[src/rtl/recharge_ctrl_pkg.sv]
// Shared encodings and BCD digit helpers for the prepaid recharge controller.
package recharge_ctrl_pkg;

    typedef enum logic [1:0] {
        ST_IDLE = 2'd0,
        ST_EDIT = 2'd1,
        ST_DONE = 2'd2
    } state_e;

    typedef enum logic [1:0] {
        SEL_UNITS = 2'd0,
        SEL_TENS  = 2'd1,
        SEL_HUNDS = 2'd2
    } sel_e;

    localparam logic [3:0]  DISP_DASH  = 4'd10;
    localparam logic [3:0]  DISP_BLANK = 4'd11;
    localparam logic [3:0]  BCD_ZERO   = 4'd0;
    localparam logic [3:0]  BCD_NINE   = 4'd9;
    localparam logic [11:0] BCD3_ZERO  = 12'h000;
    localparam logic [11:0] BCD3_MAX   = 12'h999;

    // Returns {carry, digit}
    function automatic logic [4:0] bcd_digit_add(input logic [3:0] a, input logic [3:0] b,
                                                 input logic ci);
        logic [4:0] s;
        logic [4:0] t;
        s = {1'b0, a} + {1'b0, b} + {4'b0000, ci};
        t = s - 5'd10;
        if (s > 5'd9) begin
            return {1'b1, t[3:0]};
        end else begin
            return {1'b0, s[3:0]};
        end
    endfunction

    // Returns {borrow, digit}; a negative raw difference shows up in bit 4
    function automatic logic [4:0] bcd_digit_sub(input logic [3:0] a, input logic [3:0] b,
                                                 input logic bi);
        logic [4:0] d;
        logic [4:0] t;
        d = {1'b0, a} - {1'b0, b} - {4'b0000, bi};
        t = d + 5'd10;
        if (d[4]) begin
            return {1'b1, t[3:0]};
        end else begin
            return {1'b0, d[3:0]};
        end
    endfunction

    function automatic logic [3:0] bcd_digit_inc(input logic [3:0] a);
        if (a == BCD_NINE) begin
            return BCD_ZERO;
        end else begin
            return a + 4'd1;
        end
    endfunction

endpackage

[src/rtl/recharge_ctrl_addsub.sv]
// Three-digit BCD adder (saturating at 999) / subtractor with borrow flag.
module bcd3_addsub
    import recharge_ctrl_pkg::*;
(
    input  logic [11:0] a_i,
    input  logic [11:0] b_i,
    input  logic        sub_i,
    output logic [11:0] res_o,
    output logic        borrow_o
);

    logic [4:0] s0_s, s1_s, s2_s;
    logic [4:0] d0_s, d1_s, d2_s;

    // Ripple both operations digit by digit and select the requested one
    always_comb begin
        s0_s = bcd_digit_add(a_i[3:0],  b_i[3:0],  1'b0);
        s1_s = bcd_digit_add(a_i[7:4],  b_i[7:4],  s0_s[4]);
        s2_s = bcd_digit_add(a_i[11:8], b_i[11:8], s1_s[4]);
        d0_s = bcd_digit_sub(a_i[3:0],  b_i[3:0],  1'b0);
        d1_s = bcd_digit_sub(a_i[7:4],  b_i[7:4],  d0_s[4]);
        d2_s = bcd_digit_sub(a_i[11:8], b_i[11:8], d1_s[4]);
        if (sub_i) begin
            res_o    = {d2_s[3:0], d1_s[3:0], d0_s[3:0]};
            borrow_o = d2_s[4];
        end else if (s2_s[4]) begin
            res_o    = BCD3_MAX;
            borrow_o = 1'b0;
        end else begin
            res_o    = {s2_s[3:0], s1_s[3:0], s0_s[3:0]};
            borrow_o = 1'b0;
        end
    end

endmodule

[src/rtl/recharge_ctrl.sv]
// Prepaid balance controller: keypad entry of top-up amounts, billing deductions, display codes.
module recharge_ctrl
    import recharge_ctrl_pkg::*;
#(
    parameter int unsigned SEC_CYCLES = 100000000,
    parameter int unsigned TIMEOUT_S  = 10,
    parameter logic [11:0] BAL_INIT   = 12'h000
) (
    input  logic        clk,
    input  logic        rst,
    input  logic        on,
    input  logic        bt_sel,
    input  logic        bt_inc,
    input  logic        bt_ok,
    input  logic        charge_vld,
    input  logic [11:0] charge_amt,
    output logic        charge_ack,
    output logic        charge_err,
    output logic [11:0] bal,
    output logic [15:0] disp
);

    localparam int CW = $clog2(SEC_CYCLES + 1);
    localparam int SW = $clog2(TIMEOUT_S + 3);
    localparam logic [CW-1:0] CYC_ZERO      = {CW{1'b0}};
    localparam logic [CW-1:0] CYC_LAST      = CW'(SEC_CYCLES - 1);
    localparam logic [CW-1:0] CYC_HALF      = CW'(SEC_CYCLES / 2);
    localparam logic [SW-1:0] SEC_ZERO      = {SW{1'b0}};
    localparam logic [SW-1:0] SEC_TO_LAST   = SW'(TIMEOUT_S - 1);
    localparam logic [SW-1:0] SEC_DONE_LAST = SW'(1);

    state_e      state_q, state_d;
    sel_e        sel_q, sel_d;
    logic [11:0] bal_q, bal_d;
    logic [11:0] entry_q, entry_d;
    logic [CW-1:0] cyc_q, cyc_d;
    logic [SW-1:0] sec_q, sec_d;
    logic        armed_q, armed_d;
    logic        ack_q, ack_d;
    logic        err_q, err_d;
    logic [15:0] disp_q, disp_d;

    logic [11:0] add_b_s;
    logic        add_sub_s;
    logic [11:0] add_res_s;
    logic        add_borrow_s;
    logic [11:0] entry_inc_s;
    logic [11:0] digits_s;

    // Commit adds the entry in EDIT; everywhere else the unit subtracts the charge
    always_comb begin
        if (state_q == ST_EDIT) begin
            add_b_s   = entry_q;
            add_sub_s = 1'b0;
        end else begin
            add_b_s   = charge_amt;
            add_sub_s = 1'b1;
        end
    end

    bcd3_addsub u_addsub (
        .a_i      (bal_q),
        .b_i      (add_b_s),
        .sub_i    (add_sub_s),
        .res_o    (add_res_s),
        .borrow_o (add_borrow_s)
    );

    // Entry value with the selected digit incremented
    always_comb begin
        entry_inc_s = entry_q;
        case (sel_q)
            SEL_UNITS: entry_inc_s[3:0]  = bcd_digit_inc(entry_q[3:0]);
            SEL_TENS:  entry_inc_s[7:4]  = bcd_digit_inc(entry_q[7:4]);
            SEL_HUNDS: entry_inc_s[11:8] = bcd_digit_inc(entry_q[11:8]);
            default:   entry_inc_s = entry_q;
        endcase
    end

    // Next-state logic; the second counter restarts on every EDIT/DONE entry and button press
    always_comb begin
        state_d = state_q;
        bal_d   = bal_q;
        entry_d = entry_q;
        sel_d   = sel_q;
        armed_d = armed_q | ~charge_vld;
        ack_d   = 1'b0;
        err_d   = 1'b0;
        if (cyc_q == CYC_LAST) begin
            cyc_d = CYC_ZERO;
            sec_d = sec_q + SW'(1);
        end else begin
            cyc_d = cyc_q + CW'(1);
            sec_d = sec_q;
        end
        if (!on) begin
            state_d = ST_IDLE;
            entry_d = BCD3_ZERO;
            sel_d   = SEL_UNITS;
            cyc_d   = CYC_ZERO;
            sec_d   = SEC_ZERO;
        end else begin
            case (state_q)
                ST_IDLE: begin
                    sec_d = SEC_ZERO;
                    if (charge_vld && armed_q) begin
                        armed_d = 1'b0;
                        if (add_borrow_s) begin
                            err_d = 1'b1;
                        end else begin
                            bal_d = add_res_s;
                            ack_d = 1'b1;
                        end
                    end else if (bt_ok) begin
                        state_d = ST_EDIT;
                        entry_d = BCD3_ZERO;
                        sel_d   = SEL_UNITS;
                        cyc_d   = CYC_ZERO;
                    end else begin
                        state_d = ST_IDLE;
                    end
                end
                ST_EDIT: begin
                    if (bt_ok || bt_sel || bt_inc) begin
                        cyc_d = CYC_ZERO;
                        sec_d = SEC_ZERO;
                    end else begin
                        cyc_d = cyc_d;
                    end
                    if (bt_ok) begin
                        if (entry_q == BCD3_ZERO) begin
                            state_d = ST_IDLE;
                        end else begin
                            bal_d   = add_res_s;
                            state_d = ST_DONE;
                        end
                    end else if (bt_sel) begin
                        case (sel_q)
                            SEL_UNITS: sel_d = SEL_TENS;
                            SEL_TENS:  sel_d = SEL_HUNDS;
                            default:   sel_d = SEL_UNITS;
                        endcase
                    end else if (bt_inc) begin
                        entry_d = entry_inc_s;
                    end else if ((cyc_q == CYC_LAST) && (sec_q == SEC_TO_LAST)) begin
                        state_d = ST_IDLE;
                        entry_d = BCD3_ZERO;
                        sel_d   = SEL_UNITS;
                    end else begin
                        state_d = ST_EDIT;
                    end
                end
                ST_DONE: begin
                    if ((cyc_q == CYC_LAST) && (sec_q == SEC_DONE_LAST)) begin
                        state_d = ST_IDLE;
                    end else begin
                        state_d = ST_DONE;
                    end
                end
                default: begin
                    state_d = ST_IDLE;
                    entry_d = BCD3_ZERO;
                    sel_d   = SEL_UNITS;
                end
            endcase
        end
    end

    // Display codes derived from next-state values so disp tracks the state without lag
    always_comb begin
        digits_s = entry_d;
        if (!on) begin
            disp_d = {4{DISP_BLANK}};
        end else if (state_d == ST_EDIT) begin
            if (cyc_d >= CYC_HALF) begin
                case (sel_d)
                    SEL_UNITS: digits_s[3:0]  = DISP_BLANK;
                    SEL_TENS:  digits_s[7:4]  = DISP_BLANK;
                    SEL_HUNDS: digits_s[11:8] = DISP_BLANK;
                    default:   digits_s = entry_d;
                endcase
            end else begin
                digits_s = entry_d;
            end
            disp_d = {DISP_DASH, digits_s};
        end else begin
            disp_d = {DISP_BLANK, bal_d};
        end
    end

    // State and output registers; armed starts clear so a request held across reset is dropped
    always_ff @(posedge clk or negedge rst) begin
        if (!rst) begin
            state_q <= ST_IDLE;
            bal_q   <= BAL_INIT;
            entry_q <= BCD3_ZERO;
            sel_q   <= SEL_UNITS;
            cyc_q   <= CYC_ZERO;
            sec_q   <= SEC_ZERO;
            armed_q <= 1'b0;
            ack_q   <= 1'b0;
            err_q   <= 1'b0;
            disp_q  <= {DISP_BLANK, BAL_INIT};
        end else begin
            state_q <= state_d;
            bal_q   <= bal_d;
            entry_q <= entry_d;
            sel_q   <= sel_d;
            cyc_q   <= cyc_d;
            sec_q   <= sec_d;
            armed_q <= armed_d;
            ack_q   <= ack_d;
            err_q   <= err_d;
            disp_q  <= disp_d;
        end
    end

    assign charge_ack = ack_q;
    assign charge_err = err_q;
    assign bal        = bal_q;
    assign disp       = disp_q;

endmodule

[config.mk]
export PLATFORM = sky130hd
export DESIGN_NAME = recharge_ctrl
export DESIGN_NICKNAME = d
export VERILOG_FILES = /design/src/rtl/recharge_ctrl_pkg.sv /design/src/rtl/recharge_ctrl_addsub.sv /design/src/rtl/recharge_ctrl.sv
export SDC_FILE = /design/constraint.sdc
export NUM_CORES = 1
export LEC_CHECK = 0
export CELL_PAD_IN_SITES_DETAIL_PLACEMENT = 1
export CELL_PAD_IN_SITES_GLOBAL_PLACEMENT = 1
export CORE_MARGIN = 5
export CORE_UTILIZATION = 49
export DETAILED_ROUTE_END_ITERATION = 8
export GPL_TIMING_DRIVEN = 0
export PLACE_DENSITY_LB_ADDON = 0.1
export SLEW_MARGIN = 20
export SYNTH_ARGS = -nofsm -noshare
export SYNTH_HDL_FRONTEND = slang
export SYNTH_SLANG_ARGS = --single-unit
[constraint.sdc]
create_clock -name clk -period 18.4 [get_ports clk]
set_clock_uncertainty 0.15 [all_clocks]
set_input_delay 3.68 -clock clk [delete_from_list [all_inputs] [get_ports clk]]
set_output_delay 3.68 -clock clk [all_outputs]
set_load 0.05 [all_outputs]
==> flow_metrics.tcl <==
set metrics [dict create \
    hpwl_mm 13.27 \
    yosysWarnings 0 \
    cp_max_fo 10 \
    row_count 40 \
    seq_area_sq_um 1878 \
    detail_route.vias_per_cell 5.953 \
    cts_root_buf "clkbuf_16" \
    routed_wl_mm 17.54 \
    worstSetupStartpointType "primary input" \
    drc 0 \
    drive_gt1_share_pct 9.673 \
    grt_max_degree 43 \
    holdCritPathClass "reg -> reg" \
    ant_nets 0 \
    cts_setup_buffers 0 \
    arrival_ns 9.98 \
    path_class "in -> reg" \
    power_leakage_nw 3.047 \
    fin_cells 881 \
    synth_top_area_share_pct 31.27 \
    fmax_ghz 0.1006 \
    crit_required_ns 18.44 \
    setup_viol 0 \
    worst_pin_slew_ns 0.9509 \
    synth_top_family_by_area "simple AND/OR/NAND/NOR gates" \
    end_kind "flop" \
    yosysSeqAreaShare_pct 31.71 \
    cts.sinks 75 \
    diodes 0 \
    max_slew_margin_pct 36.22 \
    synth_compound_area_share_pct 17.47 \
    status "complete, no violations" \
    die_h_microns 119.9 \
    grt_pass1_vias 5675 \
    synth-seq-cells 75 \
    cts_resized 0 \
    synth_top_cell_by_area "dfrtp_1" \
    fill_cells 1434 \
    period_needed_ns 9.939 \
    ys.flop_type "dfrtp_1" \
    ys_async_sr_fraction_pct 100.0 \
    synth_edf_count 0 \
    io_pins 49 \
    maxCapViolations 0 \
    grt_pass1_wl_mm 28.99 \
    cts_max_level 3 \
    synth_adder_area_share_pct 12.25 \
    syn-cell-area_sq_um 5922 \
    peakVddDrop_mv 0.07344 \
    synthXorXnorAreaFrac_pct 6.803 \
    min_period_over_period_pct 54.02 \
    cts.path.max_buffers 2 \
    die_area_sq_um 14380 \
    yosysUniqueCellTypes 87 \
    initial_core_util_pct 49.72 \
    area_delta_synth_final_pct 17.11 \
    cts-buffers-inserted 9 \
    hold_viol_final 0 \
    powerDensity_nw_per_um2 131.6 \
    final_nets 800 \
    syn_inst 671 \
    fin_tns_setup_ns 0 \
    slew_violations 0 \
    total_power_mw 0.9128 \
    die_x_microns 119.9 \
    gp_congestion 0.8849 \
    rsz0062_at_grt "no" \
    clkLatencyLatePin_ns 0.34 \
    core-area_sq_um 11910 \
    vias 5245 \
    synth-simple-area-share_pct 23.28 \
    io_buffers 45 \
    synth.area.top_cells "dfrtp_1 (31%), ha_1 (8.9%), nand2_1 (4.5%), nor2_1 (4.4%), xnor2_1 (3.8%)" \
    first_pass_iters 4 \
    path_clk_slew_ns 0.06 \
    multi_input_area_sq_um 3667 \
    synth_mux_area_share_pct 1.923 \
    yosys-top-cells-count "dfrtp_1 (74), nand2_1 (71), nor2_1 (70), inv_1 (54), ha_1 (42)" \
    drt_iter0_drc 324 \
    synth_most_common_cell "dfrtp_1" \
    grt_usage_pct 25.11 \
    post-place-cells 865 \
    wire_per_inst_microns 19.91 \
    cts_tree "yes" \
    antenna_found_initial 0 \
    grt_overflow_total 0 \
    avgSynthCellArea_sq_um 8.826 \
    cts_hold_buffers 0 \
]
==> per-layer routing <==
| metal | vias to the layer above | global-route usage [%] | part of all wire [%] |
|---|---|---|---|
| met5 | - | 0 | 0 |
| met1 | 2657 | 33.38 | 46 |
| met2 | 119 | 42.50 | 49 |
| met3 | 17 | 5.090 | 4.3 |
| met4 | 0 | 5.011 | 1.0 |
| li1 | 2452 | - | - |
==> worst max-delay path, cell delays in order <==
cell and delay, ns:
clkdlybuf4s50_1 0.40, nand2_1 0.06, nand2_1 0.09, ha_1 0.30, clkbuf_1 0.26, o21bai_1 0.12, a21o_1 0.25, fa_1 0.42
fa_1 0.41, nand2b_1 0.16, a21oi_1 0.18, xnor2_1 0.31, inv_1 0.11, fa_1 0.43, fa_1 0.43, a21boi_0 0.31
nor2_1 0.10, nor3b_1 0.69, o21ai_2 0.34, clkbuf_1 0.35, a211oi_1 0.26, a21oi_1 0.11, a2bb2oi_1 0.19
==> registers in the layout (all words and copies together), names as in the netlist <==
name and flops:
disp 13, charge_err 1, charge_ack 1, armed_q 1, sec_q 4, entry_q 12, sel_q 2, bal 12
state_q 2, cyc_q 27
==> worst paths after layout <==
check | startpoint | to | slack [ns] | depth (start not counted)
hold reg to reg | cyc_q[0] | cyc_q[0] | 0.33 | 1
setup reg to reg | state_q[0] | disp[4] | 10.10 | 28
max in group asynchronous | rst | entry_q[8] | 14.37 | 2
setup / recovery | charge_amt[2] | disp[9] | 8.46 | 23
hold / removal | cyc_q[0] | cyc_q[0] | 0.33 | 1
min in group asynchronous | rst | cyc_q[21] | 3.15 | 1
==> area by class of cell <==
| cell class | count | area share, % |
|---|---|---|
| tap | 147 | 2.652 |
| clock inverter | 6 | 1.606 |
| buffer | 27 | 2.562 |
| multi-input combinational | 516 | 52.88 |
| clock buffer | 10 | 3.446 |
| sequential | 75 | 27.08 |
| inverter | 54 | 2.923 |
| timing repair buffer | 46 | 6.855 |
==> cells in the final DEF (no fill, tap or decap), types with 4 or more instances in the layout <==
cell type and n:
mux2i_1 8, or2_2 5, a31oi_1 7, nor4_1 4, o21ai_0 30, nor2b_1 4
dfrtp_1 74, nand2b_1 6, o21bai_1 4, fa_1 10, ha_1 42, o21a_1 6
a211oi_1 8, clkbuf_1 14, and3_1 8, inv_1 54, xor2_1 20, clkbuf_8 5
xnor2_1 26, and2_1 10, nand3b_1 5, nand3_1 16, a21o_1 6, a22oi_1 5
buf_4 6, a21oi_1 24, nor3_1 17, clkdlybuf4s50_1 44, nand2_1 71, clkbuf_16 9
nor3b_1 6, nor2_1 70, nand4_1 14
==> stage by stage <==
| step | utilization (%) | worst slack (ns) | hold WS (ns) | area, sq um |
|---|---|---|---|---|
| 6_report | 58.22 | 8.461 | 0.3332 | 6935 |
| 4_1_cts | 58.22 | 8.480 | 0.3337 | 6935 |
| 5_1_grt | 58.22 | 7.918 | 0.3729 | 6935 |
| 3_3_place_gp | 55.07 | 8.315 | 0.3095 | 6560 |
| 3_5_place_dp | 55.28 | 8.146 | 0.3255 | 6585 |
| 2_1_floorplan | - | 9.648 | 0.2970 | 5926 |
==> logic make-up after synthesis <==
family | after synthesis
buffers and inverters | 81
adder cells (fa/ha/maj) | 52
other | 2
XOR/XNOR | 46
AO/OA/AOI/OAI | 143
multiplexers | 11
flip-flops | 75
AND/OR/NAND/NOR | 261
==> report_power, final <==
group          switching [mW]  internal, mW  leakage, nW  total, mW
registers              0.0231         0.186        0.992      0.209
logic                   0.297         0.199         1.89      0.495
clock network          0.0718         0.136        0.169      0.208
Power figures use the tool's default switching activity.
